==> src/rtl/n_channel_stream_multiplexer_if.sv <==
// n_channel_stream_multiplexer_if: channel-side and consumer-side stream signals of the N-to-1 mux.
interface n_channel_stream_multiplexer_if #(
    parameter int N_CH   = 4,
    parameter int DATA_W = 8
);
    localparam int SEL_W = $clog2(N_CH);
    logic [SEL_W-1:0]       sel;
    logic [N_CH-1:0]        in_valid;
    logic [N_CH*DATA_W-1:0] in_data;
    logic [N_CH-1:0]        in_last;
    logic [N_CH-1:0]        in_ready;
    logic                   out_valid;
    logic [DATA_W-1:0]      out_data;
    logic                   out_last;
    logic [SEL_W-1:0]       out_ch;
    logic                   out_ready;
    modport master (
        output sel, in_valid, in_data, in_last, out_ready,
        input  in_ready, out_valid, out_data, out_last, out_ch
    );
    modport slave (
        input  sel, in_valid, in_data, in_last, out_ready,
        output in_ready, out_valid, out_data, out_last, out_ch
    );
endinterface

==> src/rtl/n_channel_stream_multiplexer.sv <==
// n_channel_stream_multiplexer: N-to-1 valid/ready mux, fixed select (MODE 0) or round-robin (MODE 1), registered output.
// Define MUX_LAST_LOCK_EN to hold the grant on one channel from its first beat until its in_last beat.
module n_channel_stream_multiplexer #(
    parameter int N_CH   = 4,
    parameter int DATA_W = 8,
    parameter int MODE   = 0
) (
    input logic clk,
    input logic rst,
    n_channel_stream_multiplexer_if.slave bus
);
    localparam int SEL_W = $clog2(N_CH);
    logic [SEL_W-1:0]  ptr_q, ptr_d, rr_g, base_g, grant, ch_q, ch_d;
    logic [SEL_W:0]    off, sum;
    logic [N_CH-1:0]   rot;
    logic              base_ok, grant_ok, can_accept, xfer, adv;
    logic              valid_q, valid_d, last_q, last_d;
    logic [DATA_W-1:0] data_q, data_d;
    // Rotate valids so bit 0 is the pointer's channel, then take the lowest set bit.
    always_comb begin
        rot = N_CH'({bus.in_valid, bus.in_valid} >> ptr_q);
        off = '0;
        for (int j = N_CH - 1; j >= 0; j--) off = rot[j] ? (SEL_W+1)'(j) : off;
        sum = {1'b0, ptr_q} + off;
        rr_g = SEL_W'(int'(sum) >= N_CH ? int'(sum) - N_CH : int'(sum));
    end
    assign base_g     = MODE == 1 ? rr_g : bus.sel;
    assign base_ok    = MODE == 1 ? |bus.in_valid : int'(bus.sel) < N_CH;
    assign can_accept = !valid_q | bus.out_ready;
    assign bus.in_ready = (!rst && can_accept && grant_ok) ? N_CH'(1) << grant : '0;
    assign xfer       = |(bus.in_valid & bus.in_ready);
`ifdef MUX_LAST_LOCK_EN
    logic             lock_q, lock_d;
    logic [SEL_W-1:0] lch_q, lch_d;
    assign grant    = lock_q ? lch_q : base_g;
    assign grant_ok = lock_q | base_ok;
    assign adv      = xfer & bus.in_last[grant];
    assign lock_d   = xfer ? !bus.in_last[grant] : lock_q;
    assign lch_d    = xfer ? grant : lch_q;
    always_ff @(posedge clk) begin
        if (rst) begin
            lock_q <= 1'b0;
            lch_q  <= '0;
        end else begin
            lock_q <= lock_d;
            lch_q  <= lch_d;
        end
    end
`else
    assign grant    = base_g;
    assign grant_ok = base_ok;
    assign adv      = xfer;
`endif
    always_comb begin
        valid_d = xfer | (valid_q & !bus.out_ready);
        data_d  = xfer ? bus.in_data[int'(grant)*DATA_W +: DATA_W] : data_q;
        last_d  = xfer ? bus.in_last[grant] : last_q;
        ch_d    = xfer ? grant : ch_q;
        ptr_d   = (MODE == 1 && adv) ? (grant == SEL_W'(N_CH - 1) ? '0 : grant + 1'b1) : ptr_q;
    end
    always_ff @(posedge clk) begin
        if (rst) begin
            valid_q <= 1'b0;
            data_q  <= '0;
            last_q  <= 1'b0;
            ch_q    <= '0;
            ptr_q   <= '0;
        end else begin
            valid_q <= valid_d;
            data_q  <= data_d;
            last_q  <= last_d;
            ch_q    <= ch_d;
            ptr_q   <= ptr_d;
        end
    end
    assign bus.out_valid = valid_q;
    assign bus.out_data  = data_q;
    assign bus.out_last  = last_q;
    assign bus.out_ch    = ch_q;
endmodule

==> src/flat_wrapper.sv <==
// flat-port wrapper written by rule: the top's interface ports become plain ports
module n_channel_stream_multiplexer_flat 
#(
    parameter int N_CH   = 4,
    parameter int DATA_W = 8,
    parameter int MODE   = 0
)
  (clk, rst, bus_sel, bus_in_valid, bus_in_data, bus_in_last, bus_out_ready, bus_in_ready, bus_out_valid, bus_out_data, bus_out_last, bus_out_ch);
  n_channel_stream_multiplexer_if #(.N_CH(N_CH), .DATA_W(DATA_W)) bus_i ();
  input logic clk;
  input logic rst;
  input wire logic [$bits(bus_i.sel)-1:0] bus_sel;
  input wire logic [$bits(bus_i.in_valid)-1:0] bus_in_valid;
  input wire logic [$bits(bus_i.in_data)-1:0] bus_in_data;
  input wire logic [$bits(bus_i.in_last)-1:0] bus_in_last;
  input wire logic [$bits(bus_i.out_ready)-1:0] bus_out_ready;
  output wire logic [$bits(bus_i.in_ready)-1:0] bus_in_ready;
  output wire logic [$bits(bus_i.out_valid)-1:0] bus_out_valid;
  output wire logic [$bits(bus_i.out_data)-1:0] bus_out_data;
  output wire logic [$bits(bus_i.out_last)-1:0] bus_out_last;
  output wire logic [$bits(bus_i.out_ch)-1:0] bus_out_ch;
  assign bus_i.sel = bus_sel;
  assign bus_i.in_valid = bus_in_valid;
  assign bus_i.in_data = bus_in_data;
  assign bus_i.in_last = bus_in_last;
  assign bus_i.out_ready = bus_out_ready;
  assign bus_in_ready = bus_i.in_ready;
  assign bus_out_valid = bus_i.out_valid;
  assign bus_out_data = bus_i.out_data;
  assign bus_out_last = bus_i.out_last;
  assign bus_out_ch = bus_i.out_ch;
  n_channel_stream_multiplexer #(.N_CH(N_CH), .DATA_W(DATA_W), .MODE(MODE)) u_core (.clk(clk), .rst(rst), .bus(bus_i));
endmodule
==> config.mk <==
export PLATFORM = sky130hd
export DESIGN_NAME = n_channel_stream_multiplexer_flat
export DESIGN_NICKNAME = d
export VERILOG_FILES = /design/src/rtl/n_channel_stream_multiplexer_if.sv /design/src/rtl/n_channel_stream_multiplexer.sv /design/src/flat_wrapper.sv
export SDC_FILE = /design/constraint.sdc
export NUM_CORES = 1
export LEC_CHECK = 0
export BUFFER_PORTS_ARGS = -buffer_cell sky130_fd_sc_hd__buf_2
export CAP_MARGIN = 0
export CORE_MARGIN = 2
export CORE_UTILIZATION = 35
export CTS_CLUSTER_SIZE = 16
export DETAILED_ROUTE_END_ITERATION = 6
export GPL_ROUTABILITY_DRIVEN = 0
export PLACE_DENSITY = 0.71
export SYNTH_ARGS = -nofsm -noshare
export SYNTH_HDL_FRONTEND = slang
export SYNTH_SLANG_ARGS = --single-unit
export TNS_END_PERCENT = 10
==> constraint.sdc <==
create_clock -name clk -period 2.2 [get_ports clk]
set_clock_uncertainty 0.1 [all_clocks]
set_input_delay 0.33 -clock clk [delete_from_list [all_inputs] [get_ports clk]]
set_output_delay 0.33 -clock clk [all_outputs]
set_load 0.01 [all_outputs]
==> flow_summary_export.csv <==
group,metric,value,unit
power_and_ir_drop,p_seq_share,44.5,%
die,die_x,51.1,µm
timing,worst_slack,516,ps
power_and_ir_drop,design_power_total,0.000550,W
global_route,grt_overflow,0,
logic_synthesis,syn_avg_cell_area,10.2,µm²
clocking,cts_tree,"built",
global_route,grt_pass1_wl,3.44,mm
clocking,numCtsBuffers,3,
clocking,cts_buffer_depth,2,
routing,firstDrtPassIters,4,
die,dieArea,2610,µm²
routing,drtAntennaViolNets,0,
finish,antenna_cells,0,
finish,nNetsFinal,180,
timing,tns,0,ps
routing,drc_errors,0,
logic_synthesis,yosysTopAreaCellShare,30.9,%
die,core,2150,µm²
die,rows,17,
die,fp.dieH,51.1,µm
logic_synthesis,synth_most_common_cell,"dfxtp_1",
logic_synthesis,syn_area,777,µm²
global_route,grt_busiest_layer,"met2",
logic_synthesis,synth_area_leaders,"dfxtp_1 (31%), mux4_2 (23%), a21oi_1 (7.1%)",
worst_setup_path,crit_path_end_kind,"primary output",
power_and_ir_drop,p_comb_share,31.0,%
place,dp_slack,465,ps
logic_synthesis,synthTopCellsByCount,"dfxtp_1 (12), a21oi_1 (11), nand3_1 (11), o21ai_0 (11), mux4_2 (8)",
worst_setup_path,cp.required,1770,ps
logic_synthesis,ys_seq_elements,12,
timing,max_freq,0.594,GHz
worst_setup_path,start_kind,"input pin",
logic_synthesis,syn-num-nets,121,
logic_synthesis,synth-edff-count,0,
global_route,grt_use_total,17.4,%
logic_synthesis,yosysUniqueCellTypes,24,
logic_synthesis,ys_seq_area_share,30.9,%
clocking,cts_resized,0,
worst_setup_path,critical_path_class,"input pin to primary output",
finish,area_delta_synth_final,40.6,%
die,io_pins,61,
timing,max-slew-margin-rel,65.6,%
place,io_buffers,60,
clocking,clk_pin_slew,70,ps
place,hpwl,1.72,mm
routing,num_vias,857,
global_route,grt_pass1_vias,807,
logic_synthesis,ys_async_sr_fraction,0,%
clocking,root_buffer,"clkbuf_4",
clocking,post_cts_buffers,0,
clocking,ctsHoldBuffers,0,
finish,fin_util,50.8,%
logic_synthesis,yosysTopAreaCell,"dfxtp_1",
flow_run,max_cap_violations,0,
finish,finalNonFillerCells,161,
finish,multi_input_area,483,µm²
clocking,clock_latency,270,ps
timing,fin_crit_sh,76.5,%
finish,drive_above_1_share,57.1,%
global_route,grt_use_met2,32.5,%
hold_path,hold_path.class,"input pin to register",
timing,setup_viol,0,
power_and_ir_drop,switching_power,0.000160,W
power_and_ir_drop,clkPwrFrac,24.5,%
logic_synthesis,synth_top_flop_cell,"dfxtp_1",
finish,fillCellCount,215,
worst_setup_path,worstPathMaxFanout,16,
die,initial_core_util,36.2,%
timing,drv_slew,0,
logic_synthesis,synthCells,76,
routing,via_per_inst,5.32,
power_and_ir_drop,switching_share,29.1,%
timing,rsz0062_at_grt,"false",
global_route,antenna_found_initial,0,
global_route,grt_max_degree,17,
power_and_ir_drop,intPower,0.000390,W
power_and_ir_drop,p_leak,0.511,nW
outcome,status,"finished clean",
finish,seq_area,240,µm²
global_route,use_met3,2.92,%
logic_synthesis,yosys_warnings,0,
timing,hold_violations,0,
routing,drt-total-wl,2.17,mm
power_and_ir_drop,powerDensity,503,nW/µm²
clocking,clock-sinks,12,
place,dp_cells,158,
power_and_ir_drop,vdd_drop_max,218,µV
timing,fin_crit,1680,ps
routing,drt_iter0_drc,21,
timing,worst_slew_pin_slew,513,ps
worst_setup_path,crit_arrival,1250,ps
clocking,htree_levels,1,
routing,wl_per_cell,13.5,µm
global_route,use_met1,18.8,%
[placed cells by master, fill, tap and decap left out]
cell and count:
buf_2 60, dfxtp_1 12, nand3_1 11, o21ai_0 11, a21oi_1 11, mux4_2 8, clkbuf_4 3, nor4_1 2
nor4b_1 2, inv_1 1, nor2b_1 1, mux2i_1 1, or3_1 1, nand2b_1 1, mux2_4 1, nor3_2 1
and3_4 1, nand2_1 1, mux4_1 1, a21oi_2 1, nor2_1 1, buf_4 1
[per-stage QoR]
stage          cell area (µm²)  hold slack (ps)
2_1_floorplan              777              388
5_1_grt                   1090              317
4_1_cts                   1090              306
3_3_place_gp              1070              352
3_5_place_dp              1070              357
6_report                  1090              304
[power by group through the flow]
stage	registers (W)	clock network, W	logic [W]
after floorplan	0.000258	0	0.0000958
after global placement	0.000250	0	0.000166
after detailed placement	0.000250	0	0.000172
after CTS	0.000245	0.000136	0.000172
after global routing	0.000247	0.000148	0.000187
final	0.000245	0.000135	0.000171
[layer usage]
metal	up-vias	routed length, µm	part of all wire [%]
li1	416	-	-
met1	400	851	39
met2	36	1120	51
met3	5	166	7.6
met4	0	38	1.7
met5	-	0	0
[registers in the layout, indices dropped and copies added, names as in the netlist]
name,flops
u_core.bus.out_ch,2
u_core.bus.out_last,1
u_core.bus.out_data,8
u_core.bus.out_valid,1
[worst paths after layout]
kind	start	end	slack [ps]	cells after the start
max	bus_sel[1]	bus_in_ready[3]	520	4
min	bus_out_ready	u_core.bus.out_valid$_SDFF_PP0_	300	3
min reg2reg	u_core.bus.out_data[4]$_SDFFE_PP0P_	u_core.bus.out_data[4]$_SDFFE_PP0P_	360	2
max reg2reg	u_core.bus.out_valid$_SDFF_PP0_	u_core.bus.out_data[1]$_SDFFE_PP0P_	610	4
[worst max-delay path, cell delays in order]
cell and delay [ps]:
buf_2 300, inv_1 150, nor4b_1 300, buf_2 170
[final cells by class]
cell class,instances,share of cell area (%)
multi-input combinational,56,44.2
timing repair buffer,61,28.2
sequential,12,22.0
tap,28,3.21
inverter,1,0.344
clock buffer,3,2.06
[logic make-up after synthesis]
kind of cell	count (synthesis)	share of synthesized area [%]
AND/OR/NAND/NOR	22	17.1
multiplexers	11	29.8
flip-flops	12	30.9
buffers and inverters	8	6.92
AO/OA/AOI/OAI	23	15.3
Note: power is estimated with default switching activity, not from simulation.
